### src/rtl/wb_port_arbiter_if.sv
// Write-port arbitration bus: pipeline write-back, long-latency result handshake,
// register-file write port and hazard-unit feedback (stall, pending destinations).
interface wb_port_arbiter_if;
    logic        pipe_RegWrite_i;
    logic [4:0]  pipe_RDaddr_i;
    logic [31:0] pipe_RDdata_i;

    logic        lu_valid_i;
    logic        lu_ready_o;
    logic [4:0]  lu_RDaddr_i;
    logic [31:0] lu_data_i;

    logic        RegWrite_o;
    logic [4:0]  RDaddr_o;
    logic [31:0] RDdata_o;

    logic        stall_o;
    logic [31:0] pending_mask_o;

    // Arbiter side.
    modport slave (
        input  pipe_RegWrite_i, pipe_RDaddr_i, pipe_RDdata_i,
        input  lu_valid_i, lu_RDaddr_i, lu_data_i,
        output lu_ready_o,
        output RegWrite_o, RDaddr_o, RDdata_o,
        output stall_o, pending_mask_o
    );

    // Pipeline / execution-unit / hazard-unit side.
    modport master (
        output pipe_RegWrite_i, pipe_RDaddr_i, pipe_RDdata_i,
        output lu_valid_i, lu_RDaddr_i, lu_data_i,
        input  lu_ready_o,
        input  RegWrite_o, RDaddr_o, RDdata_o,
        input  stall_o, pending_mask_o
    );
endinterface

### src/rtl/wb_port_arbiter.sv
// Shares the register-file write port: pipeline write-back passes through combinationally
// and always wins; long-latency results queue in a FIFO (ready = !full) and drain in free slots.
module wb_port_arbiter #(
    parameter int unsigned DEPTH    = 4,
    parameter int unsigned MAX_WAIT = 8
) (
    input  logic             clk_i,
    input  logic             rst_i,
    wb_port_arbiter_if.slave bus
);
    localparam int unsigned PW = $clog2(DEPTH);
    localparam int unsigned CW = PW + 1;
    localparam int unsigned AW = $clog2(MAX_WAIT + 1);
    localparam logic [CW-1:0] FULL_CNT = CW'(DEPTH);
    localparam logic [AW-1:0] AGE_MAX  = AW'(MAX_WAIT);

    typedef struct packed {
        logic [4:0]  rd;
        logic [31:0] data;
    } entry_t;

    entry_t        mem_q [DEPTH];
    logic [PW-1:0] wr_ptr_q, wr_ptr_d;
    logic [PW-1:0] rd_ptr_q, rd_ptr_d;
    logic [CW-1:0] cnt_q, cnt_d;
    logic [AW-1:0] age_q, age_d;
    logic          active_q;

    logic          empty;
    logic          full;
    logic          slot_busy;
    logic          lu_hs;
    logic          push;
    logic          pop;
    logic [31:0]   mask;

    assign empty     = (cnt_q == '0);
    assign full      = (cnt_q == FULL_CNT);
    assign slot_busy = bus.pipe_RegWrite_i && (bus.pipe_RDaddr_i != 5'd0);

    // active_q holds the port quiet from reset until the first edge after release.
    assign bus.lu_ready_o = active_q && !full;
    assign lu_hs          = bus.lu_valid_i && bus.lu_ready_o;
    assign push           = lu_hs && (bus.lu_RDaddr_i != 5'd0);
    assign pop            = active_q && !slot_busy && !empty;

    always_comb begin
        bus.RegWrite_o = 1'b0;
        bus.RDaddr_o   = 5'd0;
        bus.RDdata_o   = 32'd0;
        if (active_q) begin
            if (slot_busy) begin
                bus.RegWrite_o = 1'b1;
                bus.RDaddr_o   = bus.pipe_RDaddr_i;
                bus.RDdata_o   = bus.pipe_RDdata_i;
            end else if (!empty) begin
                bus.RegWrite_o = 1'b1;
                bus.RDaddr_o   = mem_q[rd_ptr_q].rd;
                bus.RDdata_o   = mem_q[rd_ptr_q].data;
            end
        end
    end

    always_comb begin
        wr_ptr_d = wr_ptr_q;
        rd_ptr_d = rd_ptr_q;
        cnt_d    = cnt_q;
        if (push) begin
            wr_ptr_d = wr_ptr_q + PW'(1);
        end
        if (pop) begin
            rd_ptr_d = rd_ptr_q + PW'(1);
        end
        case ({push, pop})
            2'b10:   cnt_d = cnt_q + CW'(1);
            2'b01:   cnt_d = cnt_q - CW'(1);
            default: cnt_d = cnt_q;
        endcase
    end

    // Age counts only cycles where a queued head is passed over by the pipeline.
    always_comb begin
        age_d = age_q;
        if (empty || pop) begin
            age_d = '0;
        end else if (age_q != AGE_MAX) begin
            age_d = age_q + AW'(1);
        end
    end

    assign bus.stall_o = (age_q == AGE_MAX) || (full && bus.lu_valid_i);

    // An entry is live when its distance from the read pointer is below the count.
    always_comb begin
        mask = 32'd0;
        for (int i = 0; i < int'(DEPTH); i++) begin
            if (CW'(PW'(PW'(i) - rd_ptr_q)) < cnt_q) begin
                mask[mem_q[i].rd] = 1'b1;
            end
        end
        mask[0] = 1'b0;
    end

    assign bus.pending_mask_o = mask;

    always_ff @(posedge clk_i or negedge rst_i) begin
        if (!rst_i) begin
            wr_ptr_q <= '0;
            rd_ptr_q <= '0;
            cnt_q    <= '0;
            age_q    <= '0;
            active_q <= 1'b0;
        end else begin
            wr_ptr_q <= wr_ptr_d;
            rd_ptr_q <= rd_ptr_d;
            cnt_q    <= cnt_d;
            age_q    <= age_d;
            active_q <= 1'b1;
        end
    end

    always_ff @(posedge clk_i) begin
        if (push) begin
            mem_q[wr_ptr_q] <= '{rd: bus.lu_RDaddr_i, data: bus.lu_data_i};
        end
    end
endmodule

### src/flat_wrapper.sv
// flat-port wrapper written by rule: the top's interface ports become plain ports
module wb_port_arbiter_flat 
#(
    parameter int unsigned DEPTH    = 4,
    parameter int unsigned MAX_WAIT = 8
)
  (clk_i, rst_i, bus_pipe_RegWrite_i, bus_pipe_RDaddr_i, bus_pipe_RDdata_i, bus_lu_valid_i, bus_lu_RDaddr_i, bus_lu_data_i, bus_lu_ready_o, bus_RegWrite_o, bus_RDaddr_o, bus_RDdata_o, bus_stall_o, bus_pending_mask_o);
  wb_port_arbiter_if bus_i ();
  input  logic clk_i;
  input  logic rst_i;
  input wire logic [$bits(bus_i.pipe_RegWrite_i)-1:0] bus_pipe_RegWrite_i;
  input wire logic [$bits(bus_i.pipe_RDaddr_i)-1:0] bus_pipe_RDaddr_i;
  input wire logic [$bits(bus_i.pipe_RDdata_i)-1:0] bus_pipe_RDdata_i;
  input wire logic [$bits(bus_i.lu_valid_i)-1:0] bus_lu_valid_i;
  input wire logic [$bits(bus_i.lu_RDaddr_i)-1:0] bus_lu_RDaddr_i;
  input wire logic [$bits(bus_i.lu_data_i)-1:0] bus_lu_data_i;
  output wire logic [$bits(bus_i.lu_ready_o)-1:0] bus_lu_ready_o;
  output wire logic [$bits(bus_i.RegWrite_o)-1:0] bus_RegWrite_o;
  output wire logic [$bits(bus_i.RDaddr_o)-1:0] bus_RDaddr_o;
  output wire logic [$bits(bus_i.RDdata_o)-1:0] bus_RDdata_o;
  output wire logic [$bits(bus_i.stall_o)-1:0] bus_stall_o;
  output wire logic [$bits(bus_i.pending_mask_o)-1:0] bus_pending_mask_o;
  assign bus_i.pipe_RegWrite_i = bus_pipe_RegWrite_i;
  assign bus_i.pipe_RDaddr_i = bus_pipe_RDaddr_i;
  assign bus_i.pipe_RDdata_i = bus_pipe_RDdata_i;
  assign bus_i.lu_valid_i = bus_lu_valid_i;
  assign bus_i.lu_RDaddr_i = bus_lu_RDaddr_i;
  assign bus_i.lu_data_i = bus_lu_data_i;
  assign bus_lu_ready_o = bus_i.lu_ready_o;
  assign bus_RegWrite_o = bus_i.RegWrite_o;
  assign bus_RDaddr_o = bus_i.RDaddr_o;
  assign bus_RDdata_o = bus_i.RDdata_o;
  assign bus_stall_o = bus_i.stall_o;
  assign bus_pending_mask_o = bus_i.pending_mask_o;
  wb_port_arbiter #(.DEPTH(DEPTH), .MAX_WAIT(MAX_WAIT)) u_core (.clk_i(clk_i), .rst_i(rst_i), .bus(bus_i));
endmodule
### config.mk
export PLATFORM = sky130hd
export DESIGN_NAME = wb_port_arbiter_flat
export DESIGN_NICKNAME = d
export VERILOG_FILES = /design/src/rtl/wb_port_arbiter_if.sv /design/src/rtl/wb_port_arbiter.sv /design/src/flat_wrapper.sv
export SDC_FILE = /design/constraint.sdc
export NUM_CORES = 1
export LEC_CHECK = 0
export CAP_MARGIN = 10
export CORE_UTILIZATION = 50
export CTS_CLUSTER_SIZE = 14
export DETAILED_ROUTE_END_ITERATION = 16
export HOLD_SLACK_MARGIN = 0.12
export PLACE_DENSITY = 0.78
export SETUP_SLACK_MARGIN = 0.02
export SYNTH_ARGS = -nofsm -noshare
export SYNTH_HDL_FRONTEND = slang
export SYNTH_SLANG_ARGS = --single-unit
### constraint.sdc
create_clock -name clk_i -period 3.8 [get_ports clk_i]
set_input_delay 0.76 -clock clk_i [delete_from_list [all_inputs] [get_ports clk_i]]
set_output_delay 0.76 -clock clk_i [all_outputs]
set_load 0.01 [all_outputs]
# Word-level counts from Yosys, hierarchy flattened
# Memory sizes are Yosys's and may differ from the RTL's.
# Index checks and enable logic that the tools add are counted.
op_classes:
  n_addsub: 9
  n_lt_le_gt_ge: 12
  n_eq_ne: 5
  n_mux: 26
  bitwise: 3
  n_reduce_logical: 21
op_table:
  columns: ["cell", "count"]
  rows:
  - ["$mux 32", 7]
  - ["$or 32x32->32", 3]
  - ["$lt 5x6->1 const B", 4]
  - ["$demux 1 s5", 4]
  - ["$ge 5x1->1 const B", 4]
  - ["$mux 5", 3]
  - ["$lt 2x3->1", 4]
  - ["$logic_and 1x1->1", 11]
  - ["$reduce_bool 5->1", 2]
  - ["$mux 1", 9]
  - ["$mux 4", 2]
  - ["$pmux 3 s2", 1]
  - ["$add 2x1->2 const B", 2]
  - ["$add 4x1->4 const B", 1]
  - ["$eq 4x4->1 const B", 1]
  - ["$ne 4x4->1 const B", 1]
  - ["$reduce_bool 2->1", 2]
  - ["$sub 1x2->2 const A", 2]
  - ["$sub 2x2->2 const A", 2]
  - ["$add 3x1->3 const B", 1]
  - ["$eq 3x3->1 const B", 1]
  - ["$logic_not 1->1", 3]
  - ["$logic_not 3->1", 1]
  - ["$sub 3x1->3 const B", 1]
  - ["other kinds (3)", 4]
totals:
  register_bits: 12
  mem_bits_rw: 148
  in_bits: 78
  output_inout_bits: 72
  word_cells: 82
  memories: 1
mem_list:
  columns: ["memory", "words", "word_bits", "read_ports", "rd_ports_with_merged_regs", "wr", "line_no", "text"]
  rows:
  - ["u_core.mem_q", 4, 37, 5, 0, 1, "wb_port_arbiter.sv:22", "entry_t mem_q [DEPTH];"]

# Depth between registers and ports, before layout
# Gate-level depths: netlist of the first run.
# An unclocked memory read counts as a cell.
depth:
  word_depth: 12
  depth_mapped: 11
  ltp_nobuf: 10

# Worst setup path after synthesis of the first run
# No wires, ideal clock.
synth_path:
  kind: "register to output"
  startpoint: "register u_core.rd_ptr_q[0]"
  endpoint: "output port bus_pending_mask_o[11]"
  t_arrival_ns: 2.228
  required_time_ns: 3.040
  slack_ns: 0.812
  stages_incl_launch_ff: 10
  n_path_buf: 2
  cell_sequence: "dfrtp_1 > buf_2 > buf_2 > xor2_1 > inv_1 > ha_1 > nor2b_1 > a211oi_4 > nand3b_1 > o221ai_1"
synth_via:
  elab_chain_len: 9
  elab_cells_between_ends: 15
  classes_between: "4 x add/sub; 4 x order compare; 4 x mux; 3 x bitwise"
synth_rtl:
  columns: ["item", "line_no", "text"]
  rows:
  - ["from (decl)", "wb_port_arbiter.sv:24", "logic [PW-1:0] rd_ptr_q, rd_ptr_d;"]
  - ["from (signal assigned)", "wb_port_arbiter.sv:115", "rd_ptr_q <= rd_ptr_d;"]
  - ["$sub 1x2->2", "wb_port_arbiter.sv:97", "if (CW'(PW'(PW'(i) - rd_ptr_q)) < cnt_q) begin"]
  - ["$lt 2x3->1", "wb_port_arbiter.sv:97", null]
  - ["$mux 32", "wb_port_arbiter.sv:97", null]
  - ["$or 32x32->32 (no source line)", null, null]
  - ["$mux 32", "wb_port_arbiter.sv:97", null]
  - ["$or 32x32->32 (no source line)", null, null]
  - ["$mux 32", "wb_port_arbiter.sv:97", null]
  - ["$or 32x32->32 (no source line)", null, null]
  - ["$mux 32 (*)", "wb_port_arbiter.sv:97", null]
  - ["to (decl)", "flat_wrapper.sv:22", "output wire logic [$bits(bus_i.pending_mask_o)-1:0] bus_pending_mask_o;"]
# Mark *: on every way between the ends. The rest lies on a longest branch, timed or not.

# Worst setup path in the final report of the first run
layout_path:
  startpoint: "register u_core.rd_ptr_q[0]"
  endpoint: "output port bus_pending_mask_o[30]"
# The elaborated chain is that of the path after synthesis.

==> reports/qor_table.md, run 1 <==
| Result | This run | Unit |
|:---|:---|:---|
| Number of global-route vias before repair | 5,580 | - |
| Relative max-transition margin | 49.8 | % |
| Drt total wl | 20.9 | mm |
| Floorplan die area | 16,200 | µm² |
| Violation count after the first detailed-routing iteration | 553 | - |
| Remaining design rule violation count | 0 | - |
| Clock sink count | 160 | - |
| Pleak | 0.00419 | µW |
| Pin count of the biggest net entering global routing | 39 | - |
| Async SR Flop Fraction | 7.50 | % |
| Root Buffer | clkbuf_16 | - |
| Filler cell count | 1,000 | - |
| Share of post-route cells with drive strength above 1 | 20.8 | % |
| Maximum clock frequency | 265 | MHz |
| Clock share of power | 25.2 | % |
| Number of slew-limit violations in the final report | 0 | - |
| Synthesized instance count | 504 | - |
| Count leader, synth | edfxtp_1 | - |
| Critical-path cell with the highest stage delay | clkdlybuf4s50_1 | - |
| Reg-to-Reg Start | u_core.cnt_q[2] | - |
| Clock transition at the register clock pins on the worst setup and hold paths after CTS | 0.06 | ns |
| Internal Pwr Total | 4300 | µW |
| Leading area contributor after synthesis | edfxtp_1 | - |
| Signed area change from the synthesized netlist to the final layout | 34.1 | % |
| Sequential power share | 35.9 | % |
| Most common library cells after synthesis | 148 x edfxtp_1, 37 x mux4_2, 35 x a22o_1, 30 x o221ai_1, 23 x a22oi_1 | - |
| Via count | 5,531 | - |
| Hold path start | u_core.cnt_q[1] | - |
| Switching power as a share of total power | 34.0 | % |
| Final Cell Area | 10,600 | µm² |
| Shortest clock period the worst path allows after layout | 3.78 | ns |
| Transition time at the pin with the least slew margin | 0.753 | ns |
| Cell Pwr Density | 617 | nW/µm² |
| Clock latency of the later-clocked register in the worst-skew pair | 0.43 | ns |
| Number of routed nets with antenna violations | 0 | - |
| Portion of the post-synthesis area used by sequential elements | 60.3 | % |
| Initial Utilization | 51.6 | % |
| Net count after synthesis | 594 | - |
| Global-route congestion overflow total | 0 | - |
| Instance area after placement | 9600 | µm² |
| Post-Place Worst Slack | 0.0186 | ns |
| Worst Hold Class | flip-flop to flip-flop | - |
| Worst hold path stage count | 2 | - |
| Antenna violations before repair | 0 | - |
| Average routed wire per standard cell | 23.3 | µm |
| Final weighted congestion in routability-driven placement | 0.935 | - |
| Final net count | 759 | - |
| RR Endpoint | u_core.cnt_q[2] | - |
| Maximum buffer depth of the clock tree | 2 | - |
| Worst Path Arrival | 3.02 | ns |
| Run status | completed | - |
| Number of distinct library cells after synthesis | 61 | - |
| Kind of start point of the critical path | flip-flop | - |
| TritonCTS buffer count | 17 | - |
| Worst r2r path cells | 10 | - |
| Number of warning messages in the yosys log | 0 | - |
| Worst Hold Endpoint | u_core.cnt_q[1] | - |
| Register-to-register path setup slack | 1.24 | ns |
| Bufs and invs on worst path | 2 | - |
| Number of flops mapped to enable cells by yosys | 148 | - |
| Switching pwr | 2210 | µW |
| Boundary Pins | 150 | - |
| Netlist area before placement | 7870 | µm² |
| Via/cell ratio | 6.19 | - |
| Die Width | 127 | µm |
| Maximum level of the CTS H-tree | 4 | - |
| Critical Path Sink Type | output pin | - |
| Syn Area/Cell | 15.6 | µm² |
| Post-route clock period utilization | 99.4 | % |
| Total half-perimeter wirelength after legalization and detailed placement | 13.7 | mm |
| Setup-violating endpoint count in the final report | 0 | - |
| Sum Neg Setup Slack | 0 | ns |
| Gate family responsible for the most delay along the worst path | buffers and inverters | - |
| CTS tree | yes | - |
| Layout Utilization | 69.1 | % |
| Cell Chain, Critical Path | xor2_2, inv_1, ha_1, nor2b_4, a211oi_4, nand2b_1, o221ai_1, clkdlybuf4s50_1 | - |
| Commonest register cell after synthesis | edfxtp_1 | - |
| Number of rows created at floorplan | 45 | - |
| Cell types with the largest area share after synthesis | edfxtp_1 56%, mux4_2 11%, a22o_1 3.9%, dfrtp_1 3.8%, o221ai_1 3.3% | - |
| Data required time of the critical path | 3.04 | ns |
| Max Clock Skew | 0.0113 | ns |
| Port buffer count | 148 | - |
| Number of synthesized register bits | 160 | - |
| Area share of the largest cell type after synthesis | 56.5 | % |
| Area of the core | 15,300 | µm² |
| Peak VDD IR | 416 | µV |
| Final worst-path setup slack | 0.0244 | ns |
| Die height | 127 | µm |
| Share of total power in combinational logic | 39.0 | % |
| Largest fanout on the critical path | 7 | - |
| Slowest stage delay, CP | 0.58 | ns |
| Unrepaired setup endpoints after global routing | true | - |
| Fin. Hold Viols | 0 | - |
| Max-cap violation count | 0 | - |
| Diodes inserted | 0 | - |
| WS Path Type | flip-flop to output pin | - |
| All-layer global routing usage | 26.0 | % |
| DR pass1 iterations | 5 | - |
| First-pass GRT wire length | 31.1 | mm |
-- cells in the final DEF, fill, tap and decap left out, types with 5 or more instances in the layout --
master and count:
buf_4 23, inv_6 5, a22oi_1 23, edfxtp_1 148, nand2b_1 10, or2_2 5
dlymetal6s2s_1 43, ha_1 11, nor2_1 14, nand3b_1 6, mux4_2 37, a2111oi_4 9
o221ai_1 27, clkbuf_16 18, clkdlybuf4s50_1 101, nand2_1 18, and2_1 5, nand3_1 8
inv_1 18, a22o_1 35, nor2b_1 8, a2bb2oi_1 8, dfrtp_1 10
-- power groups by stage --
stage | Combinational [µW] | Clock [µW] | Sequential [µW]
2_1_floorplan | 1580 | 0 | 2260
3_3_place_gp | 2310 | 0 | 2330
3_5_place_dp | 2360 | 0 | 2350
4_1_cts | 2520 | 1660 | 2330
5_1_grt | 2700 | 1730 | 2360
6_report | 2540 | 1640 | 2340
-- metrics by stage --
| step | hold WS, ns | instances | total power (µW) |
|---|---|---|---|
| after floorplan | 0.464 | 504 | 3840 |
| after global placement | 0.516 | 850 | 4640 |
| after detailed placement | 0.546 | 850 | 4710 |
| after CTS | 0.559 | 887 | 6500 |
| after global routing | 0.607 | 893 | 6790 |
| final | 0.572 | 893 | 6510 |
-- flip-flops by register name, summed over array words and instances, names as in the netlist --
name             cells
u_core.cnt_q         3
u_core.wr_ptr_q      2
u_core.rd_ptr_q      2
u_core.active_q      1
u_core.age_q         4
u_core.mem_q       148
-- kinds of logic after synthesis --
| family | Yosys count | share of synthesized area [%] |
|---|---|---|
| AOI/OAI and AO/OA | 126 | 14.3 |
| xor gates and xnor gates | 9 | 1.00 |
| adders and majority gates | 12 | 2.00 |
| buffers and inverters | 50 | 3.45 |
| DFF | 160 | 60.3 |
| muxes | 39 | 10.9 |
| other | 2 | 0.0955 |
| and+or+nand+nor | 106 | 7.95 |
-- what timing repair did --
item | CTS | global route
pin swaps | 8 | 6
setup endpoints to repair | 33 | 53
setup buffers | 5 | 5
hold buffers | 0 | 0
resized for setup | 21 | 50
gates cloned | 0 | 1
-- worst reg2reg max path, delay by kind of cell (launching register included) --
family	cells	cell delay, ns
buffers and inverters	2	0.21
adder cells (fa/ha/maj)	2	0.55
XOR/XNOR	2	0.29
flip-flops	1	0.73
AND/OR/NAND/NOR	4	0.71
-- area by class of cell --
type	instances	area (µm²)	area share (%)
multi-input cells	294	3020	28.6
flip-flops and latches	160	4750	45.0
clock buffers	18	429	4.07
well taps	211	264	2.50
repair buffers	177	1870	17.8
clock inverters	14	148	1.40
inverters	19	71.3	0.676
-- routing by layer --
layer | GRT usage (%) | part of all wire [%] | up-vias
li1 | - | - | 2419
met1 | 33.2 | 39 | 2754
met2 | 43.2 | 51 | 307
met3 | 6.24 | 8.0 | 51
met4 | 10.2 | 2.9 | 0
met5 | 0 | 0 | -
-- how the worst max path moves through the flow --
| stage | startpoint | endpoint | slack, ns | depth (start not counted) |
|---|---|---|---|---|
| floorplan | u_core.rd_ptr_q[0] | bus_pending_mask_o[11] | 0.81 | 9 |
| global placement | bus_pipe_RDaddr_i[0] | bus_RDdata_o[0] | 0.06 | 6 |
| detailed placement | bus_pipe_RDaddr_i[0] | bus_RDdata_o[16] | 0.02 | 6 |
| CTS | u_core.cnt_q[1] | bus_pending_mask_o[16] | 0.02 | 6 |
| global route | u_core.rd_ptr_q[0] | bus_pending_mask_o[30] | -0.09 | 8 |
| finish | u_core.rd_ptr_q[0] | bus_pending_mask_o[30] | 0.02 | 8 |
Power figures use the tool's default switching activity.
==> inputs of run 2 (changes only) <==
SKIP_LAST_GASP = 1   (was unset)
==> reports/qor_table.md, run 2 (same netlist as run 1, synthesis figures left out) <==
| Result | This run | Unit | vs previous |
|:---|:---|:---|:---|
| Run status | completed | - |  |
| Number of routed nets with antenna violations | 0 | - | unchanged |
| Clock transition at the register clock pins on the worst setup and hold paths after CTS | 0.06 | ns | about the same |
| Pin count of the biggest net entering global routing | 39 | - | unchanged |
| Non-filler cells in the finished layout | 893 | - | unchanged |
| Final weighted congestion in routability-driven placement | 0.935 | - | unchanged |
| Initial Utilization | 51.6 | % | unchanged |
| Kind of start point of the critical path | flip-flop | - |  |
| Post-route clock period utilization | 99.2 | % | -0.13 points |
| DR pass1 iterations | 5 | - | unchanged |
| Transition time at the pin with the least slew margin | 0.760 | ns | +0.00750 ns |
| Total half-perimeter wirelength after legalization and detailed placement | 13.7 | mm | unchanged |
| Via count | 5,430 | - | -1.8% |
| Slowest stage delay, CP | 0.58 | ns | about the same |
| TritonCTS buffer count | 17 | - | unchanged |
| Floorplan die area | 16,200 | µm² | unchanged |
| Internal Pwr Total | 4310 | µW | +0.15% |
| Signed area change from the synthesized netlist to the final layout | 33.8 | % |  |
| Largest fanout on the critical path | 8 | - | +1 |
| Maximum clock frequency | 265 | MHz | +0.13% |
| Number of slew-limit violations in the final report | 0 | - | unchanged |
| Unrepaired setup endpoints after global routing | true | - |  |
| Top reg by flops | u_core.mem_q | - |  |
| Average routed wire per standard cell | 23.3 | µm | -0.40% |
| Overall power after layout | 6520 | µW | about the same |
| Maximum level of the CTS H-tree | 4 | - | unchanged |
| Diodes inserted | 0 | - | unchanged |
| Worst hold slack | 0.570 | ns | -0.00181 ns |
| Drt total wl | 20.8 | mm | -0.40% |
| Pleak | 0.00403 | µW | -3.7% |
| Global-route congestion overflow total | 0 | - | unchanged |
| Shortest clock period the worst path allows after layout | 3.77 | ns | -0.00496 ns |
| Layout Utilization | 69.0 | % | -0.16 points |
| Number of rows created at floorplan | 45 | - | unchanged |
| Violation count after the first detailed-routing iteration | 579 | - | +4.7% |
| First-pass GRT wire length | 31.1 | mm | unchanged |
| WS Path Type | flip-flop to output pin | - |  |
| Via/cell ratio | 6.08 | - | -1.8% |
| Number of buffers inserted by hold repair at cts | 0 | - | unchanged |
| Largest registers ranked by flip-flop count | u_core.mem_q x148, u_core.age_q x4, u_core.cnt_q x3 | - |  |
| Setup-violating endpoint count in the final report | 0 | - | unchanged |
| Worst Hold Class | flip-flop to flip-flop | - |  |
| Number of global-route vias before repair | 5,580 | - | unchanged |
| Remaining design rule violation count | 0 | - | unchanged |
| Die height | 127 | µm | unchanged |
| Fin. Hold Viols | 0 | - | unchanged |
| Clock sink count | 160 | - | unchanged |
| Root Buffer | clkbuf_16 | - |  |
| Max-cap violation count | 0 | - | unchanged |
| Number of flip-flops under the largest register name | 148 | - | unchanged |
| Sum Neg Setup Slack | 0 | ns | unchanged |
| Antenna violations before repair | 0 | - | unchanged |
| Clock share of power | 25.1 | % | about the same |
| Share of total power in combinational logic | 39.1 | % | about the same |
| Cell Pwr Density | 619 | nW/µm² | +0.29% |
| Cell count after placement | 850 | - | unchanged |
| Sequential power share | 35.9 | % | about the same |
| Peak VDD IR | 417 | µV | about the same |
| Maximum buffer depth of the clock tree | 2 | - | unchanged |
| Relative max-transition margin | 49.3 | % | -0.50 points |
| Data required time of the critical path | 3.04 | ns | about the same |
| Leading cell type in the layout, fill and taps excluded | edfxtp_1 | - |  |
| Area of the core | 15,300 | µm² | unchanged |
| Critical-path cell with the highest stage delay | clkdlybuf4s50_1 | - |  |
| Final net count | 759 | - | unchanged |
| Worst Path Arrival | 3.01 | ns | about the same |
| Boundary Pins | 150 | - | unchanged |
| Cell Chain, Critical Path | xor2_2, ha_1, nor2b_2, a2111o_1, a2bb2oi_1, o221ai_2, clkdlybuf4s50_1 | - |  |
| Share of post-route cells with drive strength above 1 | 20.8 | % | unchanged |
| Switching power as a share of total power | 33.9 | % | -0.062 points |
| Port buffer count | 148 | - | unchanged |
| Clock latency of the later-clocked register in the worst-skew pair | 0.43 | ns | about the same |
| All-layer global routing usage | 26.0 | % | unchanged |
| Commonest cells after routing, fill and taps aside | 148 x edfxtp_1, 111 x clkdlybuf4s50_1, 37 x mux4_2, 35 x a22o_1, 33 x dlymetal6s2s_1 | - |  |
| Switching pwr | 2210 | µW | -0.13% |
| Critical Path Sink Type | output pin | - |  |
| Max Clock Skew | 0.0120 | ns | +0.000716 ns |
| CTS tree | yes | - |  |
| Die Width | 127 | µm | unchanged |
==> run 2: critical path: cells and delay by family, from the launching register on <==
family                     cells  cell delay (ns)
adders and majority gates      1             0.30
AOI/OAI and AO/OA              3             0.85
DFF                            1             0.47
xor gates and xnor gates       1             0.20
and+or+nand+nor                1             0.19
buffers and inverters          1             0.58
==> run 2: metrics by stage <==
step | instance area (µm²) | worst slack, ns
6_report | 10500 | 0.0293
5_1_grt | 10500 | -0.0894
4_1_cts | 10300 | 0.0221
3_5_place_dp | 9600 | 0.0186
3_3_place_gp | 9600 | 0.0563
2_1_floorplan | 7870 | 0.812
==> run 2: what timing repair did <==
item | CTS | global route
cloned | 0 | 1
resized for setup | 21 | 40
buffers inserted | 5 | 5
pin swaps | 8 | 6
setup endpoints to repair | 33 | 53
==> run 2: worst paths after layout <==
check,depth (start not counted),to,slack (ns),from
setup / recovery,7,bus_pending_mask_o[3],0.03,u_core.rd_ptr_q[0]
hold / removal,2,u_core.cnt_q[1],0.57,u_core.cnt_q[1]
setup reg to reg,9,u_core.cnt_q[2],1.22,u_core.cnt_q[2]
hold reg to reg,2,u_core.cnt_q[1],0.57,u_core.cnt_q[1]
max in group asynchronous,1,u_core.rd_ptr_q[1],2.67,rst_i
min in group asynchronous,1,u_core.cnt_q[0],0.71,rst_i
==> run 2: power groups by stage <==
stage	combinational [µW]	clock [µW]	sequential (µW)
floorplan	1580	0	2260
global placement	2310	0	2330
detailed placement	2360	0	2350
CTS	2520	1660	2330
global route	2710	1730	2360
finish	2550	1630	2340
==> run 2: final cells by class <==
cell class                      instances  area, µm²
Timing Repair Buffer                  177       1850
Tap cell                              211        264
Sequential cell                       160       4750
Inverter                               19       71.3
Clock inverter                         14        148
Multi-Input combinational cell        294       3020
Clock buffer                           18        429
Fill cell                            1008       4730
==> run 2: metal layers <==
layer	track usage, %	vias up	share of wire [%]
li1	-	2416	-
met1	33.2	2701	40
met2	43.2	271	50
met3	6.24	42	7.1
met4	10.2	0	2.6
met5	0	-	0
==> inputs of run 3 (changes only) <==
CTS_CLUSTER_DIAMETER = 100   (was unset)
==> results of run 3 <==
The final DEF is identical to that of run 2; final timing and power are the same.
==> RTL edit (flow settings as in run 3) <==
`MAX_WAIT` is set to 8 in 2 places; all go to 4.
--- a/src/rtl/wb_port_arbiter.sv
+++ b/src/rtl/wb_port_arbiter.sv
@@ -3,5 +3,5 @@
 module wb_port_arbiter #(
     parameter int unsigned DEPTH    = 4,
-    parameter int unsigned MAX_WAIT = 8
+    parameter int unsigned MAX_WAIT = 4
 ) (
     input  logic             clk_i,
--- a/src/flat_wrapper.sv
+++ b/src/flat_wrapper.sv
@@ -3,5 +3,5 @@
 #(
     parameter int unsigned DEPTH    = 4,
-    parameter int unsigned MAX_WAIT = 8
+    parameter int unsigned MAX_WAIT = 4
 )
   (clk_i, rst_i, bus_pipe_RegWrite_i, bus_pipe_RDaddr_i, bus_pipe_RDdata_i, bus_lu_valid_i, bus_lu_RDaddr_i, bus_lu_data_i, bus_lu_ready_o, bus_RegWrite_o, bus_RDaddr_o, bus_RDdata_o, bus_stall_o, bus_pending_mask_o);
Check against the original RTL: not equivalent (Yosys sat finds a counterexample within 10 cycles, from zero or initial values and one cycle with rst_i low).
==> RTL edit against run 3 <==
- power decreased by 1.5%
- sequential cell count decreased by 1
- via count increased by 0.28%
- clock skew decreased by 0.0028 ns
- non-clock buffer count unchanged
- routed wire length increased by 1.7%
- cell area decreased by 3.2%
- setup slack improved by 0.034 ns
- synthesized area decreased by 1.6%
- register-to-register slack improved by 0.07 ns
==> RTL edit: results (changes against run 3) <==
Timing
  – Rel. slew slack: 55.9% (was 49.3%)
  – Max Clock Skew: 0.00922 ns (was 0.0120 ns)
  – Fmax: 268 MHz (was 265 MHz)
  – Hold_ws: 0.568 ns (was 0.570 ns)

Worst hold path
  – Hold Path Sink: u_core.age_q[2] (was u_core.cnt_q[1])
  – Hold_sp: u_core.age_q[2] (was u_core.cnt_q[1])

Setup path
  – FF-to-FF path depth: 5 (was 9)
  – R2r setup slk: 1.29 ns (was 1.22 ns)
  – Worst reg2reg path endpoint: u_core.mem_q[1][34] (was u_core.cnt_q[2])

Global routing
  – Pin count of the biggest net entering global routing: 38 (was 39)
  – Met2 usage: 45.9% (was 43.2%)
  – First-pass GRT wire length: 31,800 um (was 31,100 um)

Logic synthesis
  – Ys async rst share: 6.92% (was 7.50%)
  – Complex-gate fraction of the synthesized area: 14.5% (was 14.3%)
  – Most frequent cells after synthesis: 148 x edfxtp_1, 37 x mux4_2, 34 x a22o_1 (was 148 x edfxtp_1, 37 x mux4_2, 35 x a22o_1)

Run status
  – Outcome: complete, no violations (unchanged)

Route
  – DR iter-0 viols: 523 (was 579)

Pwr
  – Logic pwr share: 38.4% (was 39.1%)
  – Switching Fraction: 33.5% (was 33.9%)
  – Peak VDD IR: 591 uV (was 417 uV)

Placed design
  – Gpl congestion: 0.944 (was 0.935)

CTS
  – Resized Gates After CTS: 40 (was 21)
  – Post-CTS setup buffers: 0 (was 5)

Cells and area
  – Nets: 750 (was 759)
  – FILL cells: 1,046 (was 1,008)
==> RTL edit: changes by cell type after synthesis, sizes merged, moves of 5 or more <==
cell / delta
a2111oi: -5
o22ai: +11
a221o: +14
nand2: -5
a32oi: +6
nor3b: +5
o2bb2a: +7
or2: -5
o2111ai: +5
a2bb2oi: -7
nand4: +5
a22oi: -21
o221ai: -16
==> RTL edit: cell type report <==
class	count	area [um2]	area share (%)
sequential	159	4720	46.3
multi-input combinational	288	2850	27.9
timing repair buffer	177	1750	17.2
clock buffer	18	429	4.21
tap	188	235	2.31
clock inverter	14	145	1.42
inverter	17	63.8	0.626
==> RTL edit: cells by family after synthesis <==
kind of cell | Yosys count
AND/OR/NAND/NOR | 101
XOR/XNOR | 8
other | 2
multiplexers | 38
AO/OA/AOI/OAI | 127
flip-flops | 159
adder cells (fa/ha/maj) | 12
buffers and inverters | 51
==> RTL edit: per-layer routing <==
metal  vias up  share of wire (%)
li1       2408                  -
met1      2706                 40
met2       278                 50
met3        53                6.7
met4         0                3.5
met5         -                  0
